[config.mk]
export PLATFORM = sky130hd
export DESIGN_NAME = arith_fetch
export DESIGN_NICKNAME = d
export VERILOG_FILES = /design/src/rtl/arith_fetch_pkg.sv /design/src/rtl/arith_fetch_fifo.sv /design/src/rtl/arith_fetch.sv
export SDC_FILE = /design/constraint.sdc
export NUM_CORES = 1
export LEC_CHECK = 0
export CAP_MARGIN = 40
export CORE_ASPECT_RATIO = 0.75
export CORE_MARGIN = 2
export CORE_UTILIZATION = 26
export CTS_CLUSTER_SIZE = 28
export DETAILED_ROUTE_END_ITERATION = 10
export PLACE_DENSITY_LB_ADDON = 0.08
export SETUP_SLACK_MARGIN = 0.5
export SKIP_CTS_REPAIR_TIMING = 1
export SYNTH_ARGS = -nofsm -noshare
export SYNTH_HDL_FRONTEND = slang
export SYNTH_SLANG_ARGS = --single-unit
[constraint.sdc]
create_clock -name clock -period 4.9 [get_ports clock]
set_input_delay 0.735 -clock clock [delete_from_list [all_inputs] [get_ports clock]]
set_output_delay 0.735 -clock clock [all_outputs]
set_load 0.03 [all_outputs]
[src/rtl/arith_fetch_pkg.sv]
`default_nettype none
// ============================================================================
//  Module      : arith_fetch_pkg
//  Description : Shared constants for the fetch stage: instruction width,
//                default reset PC and MIPS field bit positions.
//  Revision    : 1.0 - initial release
// ============================================================================
package arith_fetch_pkg;

    localparam int INST_W = 32;

    localparam logic [31:0] DEFAULT_RESET_PC = 32'h0040_0000;

    // Field bit positions inside a 32-bit MIPS instruction word
    localparam int OPCODE_MSB = 31;
    localparam int OPCODE_LSB = 26;
    localparam int RS_MSB     = 25;
    localparam int RS_LSB     = 21;
    localparam int RT_MSB     = 20;
    localparam int RT_LSB     = 16;
    localparam int RD_MSB     = 15;
    localparam int RD_LSB     = 11;
    localparam int FUNCT_MSB  = 5;
    localparam int FUNCT_LSB  = 0;
    localparam int IMM_MSB    = 15;
    localparam int IMM_LSB    = 0;

endpackage
`default_nettype wire

[src/rtl/arith_fetch_fifo.sv]
`default_nettype none
// ============================================================================
//  Module      : arith_fetch_fifo
//  Description : Two-entry FIFO holding {word, pc} pairs returned from the
//                instruction memory. Supports push and pop in the same cycle
//                and a synchronous flush that empties it.
//  Revision    : 1.0 - initial release
// ============================================================================
module arith_fetch_fifo #(
    parameter int WIDTH = 64
) (
    input  logic             clk,
    input  logic             rst,
    input  logic             i_flush,
    input  logic             i_push,
    input  logic [WIDTH-1:0] i_push_data,
    input  logic             i_pop,
    output logic [WIDTH-1:0] o_head_data,
    output logic [1:0]       o_count,
    output logic             o_empty
);

    logic [WIDTH-1:0] r_mem [2];
    logic             r_rd_ptr;
    logic             r_wr_ptr;
    logic [1:0]       r_count;

    // Entry storage; occupancy decides visibility, so no reset is needed here
    always_ff @(posedge clk) begin
        if (i_push) begin
            r_mem[r_wr_ptr] <= i_push_data;
        end
    end

    // Pointer and occupancy tracking; flush behaves like reset
    always_ff @(posedge clk) begin
        if (rst || i_flush) begin
            r_rd_ptr <= 1'b0;
            r_wr_ptr <= 1'b0;
            r_count  <= 2'd0;
        end else begin
            if (i_push) begin
                r_wr_ptr <= ~r_wr_ptr;
            end
            if (i_pop) begin
                r_rd_ptr <= ~r_rd_ptr;
            end
            case ({i_push, i_pop})
                2'b10:   r_count <= r_count + 2'd1;
                2'b01:   r_count <= r_count - 2'd1;
                default: r_count <= r_count;
            endcase
        end
    end

    assign o_head_data = r_mem[r_rd_ptr];
    assign o_count     = r_count;
    assign o_empty     = (r_count == 2'd0);

endmodule
`default_nettype wire

[src/rtl/arith_fetch.sv]
`default_nettype none
// ============================================================================
//  Module      : arith_fetch
//  Description : Instruction-fetch stage feeding mips_decode. Holds the PC,
//                issues credit-limited fetches to a synchronous-read memory,
//                buffers returned words in a 2-entry FIFO and presents them
//                pre-split into fields. Halts permanently on a decoder
//                exception until reset.
//  Revision    : 1.0 - initial release
// ============================================================================
module arith_fetch
    import arith_fetch_pkg::*;
#(
    parameter int              PC_W     = 32,
    parameter logic [PC_W-1:0] RESET_PC = PC_W'(DEFAULT_RESET_PC)
) (
    input  logic              clock,
    input  logic              reset,
    output logic              imem_req,
    output logic [PC_W-1:0]   imem_addr,
    input  logic [INST_W-1:0] imem_rdata,
    output logic              inst_valid,
    input  logic              inst_ready,
    output logic [INST_W-1:0] inst,
    output logic [PC_W-1:0]   inst_pc,
    output logic [5:0]        opcode,
    output logic [4:0]        rs,
    output logic [4:0]        rt,
    output logic [4:0]        rd,
    output logic [5:0]        funct,
    output logic [15:0]       imm16,
    input  logic              except,
    output logic              halted
);

    localparam logic [0:0]      c_RUN     = 1'b0;
    localparam logic [0:0]      c_HALT    = 1'b1;
    localparam logic [PC_W-1:0] c_PC_STEP = PC_W'(4);
    localparam int              c_ENTRY_W = INST_W + PC_W;

    logic [0:0]           r_state;
    logic [PC_W-1:0]      r_pc;
    logic [PC_W-1:0]      r_tag;
    logic                 r_inflight;

    logic                 w_run;
    logic                 w_pop;
    logic                 w_push;
    logic                 w_halt_now;
    logic                 w_empty;
    logic [1:0]           w_count;
    logic [2:0]           w_occupancy;
    logic [2:0]           w_limit;
    logic [c_ENTRY_W-1:0] w_head;

    assign w_run      = (r_state == c_RUN);
    assign inst_valid = ~w_empty;
    assign w_pop      = inst_valid & inst_ready;
    assign w_halt_now = w_run & w_pop & except;

    // A response arriving after the halt belongs to a discarded fetch
    assign w_push     = r_inflight & w_run;

    // Words already owed to decode (buffered + in flight) must stay below two
    // after this cycle's pop; that keeps the FIFO from ever overflowing.
    assign w_occupancy = {1'b0, w_count} + {2'b00, r_inflight};
    assign w_limit     = 3'd2 + {2'b00, w_pop};
    assign imem_req    = w_run & ~reset & (w_occupancy < w_limit);
    assign imem_addr   = r_pc;
    assign halted      = (r_state == c_HALT);

    // RUN/HALT state: HALT is absorbing until reset
    always_ff @(posedge clock) begin
        if (reset) begin
            r_state <= c_RUN;
        end else if (w_halt_now) begin
            r_state <= c_HALT;
        end
    end

    // PC advances by one word per issued fetch, wrapping naturally
    always_ff @(posedge clock) begin
        if (reset) begin
            r_pc <= RESET_PC;
        end else if (imem_req) begin
            r_pc <= r_pc + c_PC_STEP;
        end
    end

    // In-flight flag marks the cycle the memory returns data
    always_ff @(posedge clock) begin
        if (reset) begin
            r_inflight <= 1'b0;
        end else begin
            r_inflight <= imem_req;
        end
    end

    // Tag travels with the in-flight fetch so the word is paired with its PC
    always_ff @(posedge clock) begin
        if (imem_req) begin
            r_tag <= r_pc;
        end
    end

    arith_fetch_fifo #(
        .WIDTH (c_ENTRY_W)
    ) u_fifo (
        .clk         (clock),
        .rst         (reset),
        .i_flush     (w_halt_now),
        .i_push      (w_push),
        .i_push_data ({imem_rdata, r_tag}),
        .i_pop       (w_pop),
        .o_head_data (w_head),
        .o_count     (w_count),
        .o_empty     (w_empty)
    );

    assign inst    = w_head[PC_W +: INST_W];
    assign inst_pc = w_head[PC_W-1:0];
    assign opcode  = inst[OPCODE_MSB:OPCODE_LSB];
    assign rs      = inst[RS_MSB:RS_LSB];
    assign rt      = inst[RT_MSB:RT_LSB];
    assign rd      = inst[RD_MSB:RD_LSB];
    assign funct   = inst[FUNCT_MSB:FUNCT_LSB];
    assign imm16   = inst[IMM_MSB:IMM_LSB];

endmodule
`default_nettype wire

==> results of run 1 <==
==> critical path, delay by kind of cell <==
family	cells	cell delay (ns)
buffers and inverters	3	0.80
AND/OR/NAND/NOR	2	0.88
==> per-layer routing <==
metal	share of wire	track usage	vias to the layer above
li1	-	-	2001
met1	0.48	0.151	2104
met2	0.46	0.177	112
met3	0.045	0.0261	12
met4	0.011	0.0356	0
met5	0	0	-
==> cell families (layout without fill, tap and decap cells) <==
logic type	after synthesis	after routing
AO/OA/AOI/OAI	36	36
XOR/XNOR	17	17
adder cells (fa/ha/maj)	4	4
buffers and inverters	69	220
flip-flops	191	191
multiplexers	63	63
other	1	4
AND/OR/NAND/NOR	97	97
==> registers in the layout (all words and copies together) (netlist names), named ones only <==
register and flops:
u_fifo.o_count 2, imem_addr 30, u_fifo.r_mem 124, u_fifo.r_wr_ptr 1, r_tag 30, r_inflight 1, u_fifo.r_rd_ptr 1, halted 1
==> layout by cell type (no fill, tap or decap), types with 11 or more instances in the layout <==
cell type,n
a21oi_1,16
clkbuf_16,17
clkdlybuf4s50_1,172
dfxtp_1,36
edfxtp_1,154
mux2_2,62
nand2_1,14
nand3_1,11
nor2_1,28
or3_1,12
xor2_1,12
==> per-stage QoR <==
step	hold slack (ns)	instance area, sq um	std cells	util
floorplan	0.421	7490	481	-
global placement	0.426	9330	982	0.331
detailed placement	0.430	9400	985	0.334
CTS	0.448	10000	1017	0.356
global route	0.460	10000	1017	0.356
finish	0.447	10000	1017	0.356
==> cell type report <==
type	instances	share of cell area
Clock buffer	17	0.0425
Multi-Input combinational cell	221	0.169
Tap cell	385	0.0481
Clock inverter	15	0.0194
Timing Repair Buffer	181	0.183
Sequential cell	191	0.536
Inverter	7	0.00262
==> path summary, 6_finish.rpt <==
path	endpoint	from	cells past startpoint	slack, ns
max	imem_req	reset	5	1.74
min	u_fifo.r_mem[0][11]$_DFFE_PP_	r_tag[11]$_DFFE_PP_	0	0.45
max reg2reg	imem_addr[3]$_SDFFE_PP0P_	u_fifo.o_count[0]$_SDFFE_PP0P_	7	2.50
min reg2reg	u_fifo.r_mem[0][11]$_DFFE_PP_	r_tag[11]$_DFFE_PP_	0	0.45
==> power by group <==
| part | switching [mW] | internal [mW] | leakage, nW |
|---|---|---|---|
| Combinational | 1.53 | 1.04 | 1.22 |
| Sequential | 0.151 | 2.24 | 1.75 |
| Clock | 0.663 | 0.783 | 0.302 |
==> summary.md, run 1 <==
| Metric | Value |
|---|---|
| Synth Instances | 478 |
| Tmin final | 3.16 ns |
| Slew Viols, Final | 0 |
| Die span in x | 200 um |
| Synth Area in Simple Gates | 0.0735 |
| Warnings, synthesis | 0 |
| I/O pins | 178 |
| VDD IR max | 0.000272 V |
| Setup WS pre-CTS | 1.69 ns |
| Fmax achieved | 0.316 GHz |
| GPL Wtd Cong | 0.735 |
| Adder-cell share of the synthesized area | 0.00669 |
| Number of synthesized flops with an enable pin | 154 |
| Post-DP HPWL | 11.4 mm |
| DR pass1 iterations | 4 |
| Main combinational cell family by area after synthesis | multiplexers |
| CTS tree | built |
| Ys async rst share | 0 |
| Synthesis-to-finish area growth | 34.0% |
| Worst-Margin Slew | 0.656 ns |
| Crit path cell chain | clkdlybuf4s50_1 -> buf_4 -> nor3_4 -> and2_2 -> buf_4 |
| Post-synth top cells | edfxtp_1 (154), mux2_2 (62), buf_4 (47) |
| Worst-path clk slew | 0.07 ns |
| ANT cells | 0 |
| Critical path's slowest cell | nor3_4 |
| Starting DRT DRC Count | 134 |
| DIE HEIGHT | 151 um |
| Compound-Gate Fraction of Synth Area | 0.0269 |
| Vias in the first global route | 4250 |
| Nets@finish | 659 |
| Grt ovf | 0 |
| All-Layer GR Usage | 0.112 |
| Total power | 6.41 mW |
| Yosys reg bits | 191 |
| Fraction of layout cells with a size suffix above 1 | 0.182 |
| Largest net degree at the start of global routing | 35 |
| Seq/Total Area, Yosys | 0.718 |
| CTS root buffer | clkbuf_16 |
| Area occupied by multi-input gates | 0.00169 sq mm |
| Vias per inst | 4.16 |
| Final hold vios | 0 |
| Skew-Pair Late Insertion Delay | 0.43 ns |
| Status | finished clean |
| Initial core utilization | 0.265 |
| Initial antenna violation count | 0 |
| Slew HR | 0.561 |
| Mux share of post-synthesis cell area | 0.0947 |
| Leak Pwr | 3.27 nW |
| Final setup fails | 0 |
| CP required | 4.16 ns |
| CP Max Fanout | 32 |
| Final worst-path cycle share | 0.645 |
| Die footprint | 0.0301 sq mm |
| CTS max path bufs | 2 |
| H-Tree Depth | 4 |
| Area taken by flip-flops and latches | 0.00537 sq mm |
| Number of nets with antenna violations after routing | 0 |
| CP Class | input pin to output pin |
| Top FF cell, synth | edfxtp_1 |
| Post-Synth XOR/XNOR Area | 0.0199 |
| Mapped cell area | 0.00748 sq mm |
| WL per Instance | 16.4 um |
| Leading area contributor after synthesis | edfxtp_1 |
| Syn_area_per_cell | 15.6 sq um |
| Core ar. | 0.0282 sq mm |
| PwrDens | 640 mW/mm^2 |
| Port-buffer cells | 173 |
| Yosys top cell area share | 0.618 |
| DRT Wirelength | 16.6 mm |
| # clock sinks | 191 |
| Drt drc | 0 |
| DR vias | 4229 |
| Post-route setup slack | 1.74 ns |
| First-pass GRT wire length | 24.7 mm |
| Count leader, synth | edfxtp_1 |
| Clock Skews | 0.0133 ns |
| FP Rows | 53 |
| CP Capture Type | output pin |
| Largest stage delay, worst path | 0.59 ns |
| Worst hold path class | flip-flop to flip-flop |
| Post-synth cell types | 35 |
| Max-capacitance violation count | 0 |
| CTS buffer count | 17 |
| WP data arrival | 2.43 ns |
| Setup TNS | 0 ns |
| Synth area leaders | edfxtp_1 (62%), dfxtp_1 (9.9%), mux2_2 (9.3%) |
| Number of fillers in the final layout | 2741 |
| Startpoint types | input pin |
| Most used cell, CP | buf_4 |
| RSZ-0062 raised after global routing | no |
Power figures use the tool's default switching activity.
==> inputs of run 2 (changes only) <==
==> constraint.sdc (replaced) <==
create_clock -name clock -period 2.67 [get_ports clock]
set_input_delay 0.4005 -clock clock [delete_from_list [all_inputs] [get_ports clock]]
set_output_delay 0.4005 -clock clock [all_outputs]
set_load 0.03 [all_outputs]
==> summary.md, run 2 (synthesized netlist as in run 1, its figures left out) <==
| Metric | Value |
|---|---|
| HP Start | r_tag[5]$_DFFE_PP_ |
| All-Layer GR Usage | 0.112 (+0.000291) |
| Max reg flops | 124 (unchanged) |
| Worst-Margin Slew | 0.588 ns (-0.0674 ns) |
| Buf+Inv Stages, Crit Path | 2 (-1) |
| Status | finished clean |
| Clk pwr share | 0.222 (-0.004) |
| Net Sw Frac | 0.373 (+0.00793) |
| Die footprint | 0.0301 sq mm (unchanged) |
| Initial antenna violation count | 0 (unchanged) |
| Fraction of layout cells with a size suffix above 1 | 0.200 (+0.0180) |
| Slew Viols, Final | 0 (unchanged) |
| Final hold vios | 0 (unchanged) |
| Pint | 7.31 mW (+80%) |
| DR vias | 4254 (+0.59%) |
| CP Max Fanout | 31 (-3.1%) |
| Hold Path Sink | u_fifo.r_mem[1][5]$_DFFE_PP_ |
| ANT cells | 0 (unchanged) |
| Setup WS pre-CTS | 0.424 ns (-1.27 ns) |
| Area taken by flip-flops and latches | 0.00537 sq mm (about the same) |
| CTS max path bufs | 2 (unchanged) |
| Sequential fraction of design power | 0.373 (about the same) |
| Drt drc | 0 (unchanged) |
| CTS buffer count | 17 (unchanged) |
| Comb power frac | 0.406 (+0.005) |
| Post-DP HPWL | 10.5 mm (-7.3%) |
| Synthesis-to-finish area growth | 38.5% |
| Commonest non-fill, non-tap cell in the layout | edfxtp_1 |
| Fmax achieved | 0.465 GHz |
| Final setup fails | 0 (unchanged) |
| Critical path's top delay family | buffers and inverters |
| Number of nets with antenna violations after routing | 0 (unchanged) |
| CTS tree | built |
| Skew-Pair Late Insertion Delay | 0.43 ns (about the same) |
| # clock sinks | 191 (unchanged) |
| Slew HR | 0.604 (+0.0422) |
| Grt ovf | 0 (unchanged) |
| Top reg by flops | u_fifo.r_mem |
| Largest stage delay, worst path | 0.42 ns (-0.17 ns) |
| WP data arrival | 1.75 ns (-0.68 ns) |
| Number of fillers in the final layout | 2662 (-2.9%) |
| RSZ-0062 raised after global routing | yes |
| Port-buffer cells | 173 (unchanged) |
| First-pass GRT wire length | 24.8 mm (+0.23%) |
| Critical path's slowest cell | dfxtp_4 |
| CTS root buffer | clkbuf_16 |
| Largest net degree at the start of global routing | 63 (+80%) |
| PwrDens | 1130 mW/mm^2 (+76%) |
| GPL Wtd Cong | 0.734 (-0.14%) |
| VDD IR max | 0.000430 V (+58%) |
| Post-route setup slack | 0.521 ns (-1.22 ns) |
| Die span in x | 200 um (unchanged) |
| Vias per inst | 4.15 (-0.19%) |
| DIE HEIGHT | 151 um (unchanged) |
| Worst-path clk slew | 0.07 ns (about the same) |
| Worst hold path cell count | 0 (unchanged) |
| FP Rows | 53 (unchanged) |
| Most frequent cells in the layout | edfxtp_1 (154), dlymetal6s2s_1 (104), clkdlybuf4s50_1 (67), mux2_2 (62), dfxtp_1 (35) |
| Max-capacitance violation count | 0 (unchanged) |
| Final worst-path cycle share | 0.805 |
| CP Class | flip-flop to output pin |
| RR Startpoint | u_fifo.o_count[0]$_SDFFE_PP0P_ |
| DRT Wirelength | 17.5 mm (+5.2%) |
| Crit path cell chain | buf_16 -> mux2_2 -> dlymetal6s2s_1 |
| Starting DRT DRC Count | 165 (+23%) |
| Psw | 4.36 mW (+86%) |
| Worst r2r dst | imem_addr[25]$_SDFFE_PP0P_ |
| Vias in the first global route | 4250 (unchanged) |
| CP Capture Type | output pin |
| R2R depth | 7 (unchanged) |
| CP required | 2.27 ns (-1.89 ns) |
| Clock Skews | 0.0135 ns (+0.000183 ns) |
| R2R setup slack | 0.65 ns (-1.85 ns) |
| Worst hold path class | flip-flop to flip-flop |
| Area occupied by multi-input gates | 0.00171 sq mm (+1.4%) |
| Startpoint types | flip-flop |
| I/O pins | 178 (unchanged) |
| Total power | 11.7 mW (+82%) |
| Leak Pwr | 4.26 nW (+30%) |
| Nets@finish | 667 (+1.2%) |
| WL per Instance | 17.1 um (+4.3%) |
| Core ar. | 0.0282 sq mm (unchanged) |
| DR pass1 iterations | 4 (unchanged) |
| Initial core utilization | 0.265 (unchanged) |
| Tmin final | 2.15 ns |
| H-Tree Depth | 4 (unchanged) |
==> run 2: changes by cell type in the layout (fill, tap and decap cells not counted), moves of 2 or more <==
cell and change:
buf_4 +6, clkinv_4 +2, ha_1 -2, inv_6 -3
dlymetal6s2s_1 +104, clkdlybuf4s50_1 -105
==> run 2: area by class of cell <==
type | instances | share of cell area
Multi-Input combinational cell | 221 | 0.165
Inverter | 7 | 0.00254
Clock buffer | 17 | 0.0411
Timing Repair Buffer | 189 | 0.209
Clock inverter | 15 | 0.0168
Sequential cell | 191 | 0.519
Tap cell | 385 | 0.0465
==> run 2: power by group through the flow <==
| stage | logic [mW] | registers, mW | clock network (mW) |
|---|---|---|---|
| 3_3_place_gp | 4.83 | 4.37 | 0 |
| 2_1_floorplan | 3.17 | 4.38 | 0 |
| 6_report | 4.73 | 4.35 | 2.59 |
| 4_1_cts | 4.85 | 4.33 | 2.68 |
| 3_5_place_dp | 4.83 | 4.40 | 0 |
| 5_1_grt | 5.03 | 4.42 | 2.79 |
==> run 2: per-layer routing <==
| metal | part of all wire | track usage |
|---|---|---|
| met1 | 0.48 | 0.152 |
| met2 | 0.45 | 0.172 |
| met3 | 0.057 | 0.0338 |
| met4 | 0.0089 | 0.0341 |
| met5 | 0 | 0 |
==> run 2: worst max-delay path by stage <==
stage	end	slack (ns)	cells after the start
floorplan	u_fifo.r_mem[0][10]$_DFFE_PP_	-0.1	2
global placement	imem_addr[13]$_SDFFE_PP0P_	0.46	7
detailed placement	imem_addr[23]$_SDFFE_PP0P_	0.42	6
CTS	inst_pc[16]	0.04	3
global route	imm16[14]	0.45	3
finish	rd[4]	0.52	3
==> run 2: per-stage QoR <==
stage / utilization / TNS (ns) / area, sq um / hold WS, ns / instances
global placement: 0.333 / 0 / 9390 / 0.423 / 986
CTS: 0.354 / 0 / 9990 / 0.446 / 1018
global route: 0.368 / 0 / 10400 / 0.455 / 1025
detailed placement: 0.333 / 0 / 9390 / 0.435 / 986
floorplan: - / -12.18 / 7490 / 0.421 / 481
finish: 0.368 / 0 / 10400 / 0.449 / 1025
==> run 2: worst reg2reg max path, stage by stage (launching register included) <==
cell     delay [ns]
dfxtp_4        0.37
ha_2           0.20
ha_4           0.17
nor3_4         0.21
buf_4          0.17
nand4_4        0.23
or4_1          0.47
a21oi_1        0.15
==> inputs of run 3 (changes only) <==
==> constraint.sdc (replaced) <==
create_clock -name clock -period 2.23 [get_ports clock]
set_input_delay 0.3345 -clock clock [delete_from_list [all_inputs] [get_ports clock]]
set_output_delay 0.3345 -clock clock [all_outputs]
set_load 0.03 [all_outputs]
==> summary.md, run 3 (synthesized netlist as in run 1, its figures left out) <==
| Metric | Value |
|---|---|
| FP Rows | 53 (unchanged) |
| Post-DP HPWL | 11.1 mm (+5.5%) |
| Max reg flops | 124 (unchanged) |
| CTS root buffer | clkbuf_16 |
| Largest net degree at the start of global routing | 43 (-32%) |
| CTS buffer count | 17 (unchanged) |
| Slew Viols, Final | 0 (unchanged) |
| CP Max Fanout | 5 (-84%) |
| VDD IR max | 0.000529 V (+23%) |
| Max-capacitance violation count | 0 (unchanged) |
| Grt ovf | 0 (unchanged) |
| DRT Wirelength | 17.8 mm (+2.0%) |
| Pint | 8.53 mW (+17%) |
| Commonest non-fill, non-tap cell in the layout | edfxtp_1 |
| Tmin final | 2.07 ns |
| Slew HR | 0.628 (+0.0241) |
| All-Layer GR Usage | 0.113 (+0.00135) |
| Sequential fraction of design power | 0.382 (+0.009) |
| DR vias | 4379 (+2.9%) |
| Post-layout instance area | 0.0102 sq mm (-1.4%) |
| Final hold vios | 0 (unchanged) |
| # clock sinks | 191 (unchanged) |
| Psw | 5.20 mW (+19%) |
| Initial antenna violation count | 0 (unchanged) |
| H-Tree Depth | 4 (unchanged) |
| Leak Pwr | 4.07 nW (-4.4%) |
| CTS tree | built |
| Fmax achieved | 0.484 GHz |
| WP data arrival | 1.73 ns (-0.02 ns) |
| Vias per inst | 4.19 (+0.87%) |
| Comb power frac | 0.413 (+0.007) |
| Final worst-path cycle share | 0.926 |
| Clk pwr share | 0.206 (-0.016) |
| DR pass1 iterations | 4 (unchanged) |
| CP Capture Type | output pin |
| Met3 Usage GRT | 0.0327 (-0.00111) |
| Nets@finish | 688 (+3.1%) |
| Clock Skews | 0.0118 ns (-0.00170 ns) |
| Skew-Pair Late Insertion Delay | 0.42 ns (about the same) |
| Vias in the first global route | 4227 (-0.54%) |
| Worst-Margin Slew | 0.558 ns (-0.0299 ns) |
| Startpoint types | flip-flop |
| Die footprint | 0.0301 sq mm (unchanged) |
| Top reg by flops | u_fifo.r_mem |
| Most frequent cells in the layout | edfxtp_1 (154), mux2_2 (60), clkdlybuf4s50_1 (52), dlymetal6s2s_1 (52), buf_4 (41) |
| GRT busiest layer | met2 |
| GPL Wtd Cong | 0.731 (-0.50%) |
| I/O pins | 178 (unchanged) |
| Met2 Resource Use GR | 0.175 (+0.00312) |
| WL per Instance | 17.1 um (about the same) |
| Status | finished clean |
| First-pass GRT wire length | 24.9 mm (+0.69%) |
| Number of nets with antenna violations after routing | 0 (unchanged) |
| PwrDens | 1340 mW/mm^2 (+19%) |
| Port-buffer cells | 173 (unchanged) |
| Area after DPL | 0.00951 sq mm (+1.3%) |
| Worst hold path class | flip-flop to flip-flop |
| CP Class | flip-flop to output pin |
| RSZ-0062 raised after global routing | yes |
| Worst-path clk slew | 0.07 ns (about the same) |
| DIE HEIGHT | 151 um (unchanged) |
| Net Sw Frac | 0.379 (+0.00564) |
| Placed Instances | 995 (+0.91%) |
| Starting DRT DRC Count | 215 (+30%) |
| Fraction of layout cells with a size suffix above 1 | 0.348 (+0.148) |
| Setup TNS | 0 ns (unchanged) |
| Synthesis-to-finish area growth | 36.6% |
| CTS max path bufs | 2 (unchanged) |
| Drt drc | 0 (unchanged) |
| Die span in x | 200 um (unchanged) |
| Final setup fails | 0 (unchanged) |
| CP required | 1.90 ns (-0.37 ns) |
| Layout Cells excl Fill | 1046 (+2.0%) |
| ANT cells | 0 (unchanged) |
| Initial core utilization | 0.265 (unchanged) |
| Core ar. | 0.0282 sq mm (unchanged) |
| Met1 Usage GRT | 0.155 (+0.00337) |
==> run 3: changes by cell type in the layout (fill, tap and decap cells not counted), sizes merged <==
cell	change
buf	+55
bufinv	-1
clkbuf	+32
clkdlybuf4s50	-15
clkinv	+3
clkinvlp	-2
dlymetal6s2s	-52
inv	-1
nand4	+2
==> run 3: path summary, 6_finish.rpt <==
path / start / depth (start not counted) / slack (ns) / end
setup / recovery: u_fifo.o_count[0]$_SDFFE_PP0P_ / 6 / 0.16 / imem_req
hold / removal: r_tag[20]$_DFFE_PP_ / 0 / 0.45 / u_fifo.r_mem[1][20]$_DFFE_PP_
setup reg to reg: u_fifo.o_count[0]$_SDFFE_PP0P_ / 8 / 0.31 / imem_addr[17]$_SDFFE_PP0P_
hold reg to reg: r_tag[20]$_DFFE_PP_ / 0 / 0.45 / u_fifo.r_mem[1][20]$_DFFE_PP_
==> run 3: stage by stage <==
step	hold WS, ns	util	worst slack [ns]	power, mW
3_3_place_gp	0.423	0.337	0.132	11.2
2_1_floorplan	0.421	-	0.312	9.16
5_1_grt	0.463	0.362	0.0946	14.4
4_1_cts	0.444	0.356	-0.252	14.1
3_5_place_dp	0.430	0.337	0.0756	11.2
6_report	0.448	0.362	0.164	13.7
==> run 3: critical path, cell delays in order (launching register included) <==
cell	delay (ns)
dfxtp_4	0.37
ha_4	0.16
ha_4	0.16
nor3_4	0.20
buf_6	0.12
and2_4	0.16
buf_6	0.13
==> run 3: cell type report <==
cell class	count	area, sq um
well taps	385	482
multi-input cells	223	1790
clock inverters	14	109
clock buffers	18	429
inverters	7	26.3
fillers	2744	18000
flip-flops and latches	191	5400
repair buffers	208	1980
==> run 3: per-layer routing <==
metal | routed length [um] | vias up
met2 | 8070 | 131
met4 | 123 | 0
met3 | 1090 | 9
met1 | 8570 | 2162
met5 | 0 | -
li1 | - | 2077
==> run 3: power by group through the flow <==
stage          combinational, mW  sequential (mW)  clock (mW)
3_3_place_gp                5.88             5.27           0
4_1_cts                     5.91             5.23        2.95
3_5_place_dp                5.89             5.31           0
6_report                    5.67             5.24        2.82
2_1_floorplan               3.91             5.25           0
5_1_grt                     6.03             5.33        3.08
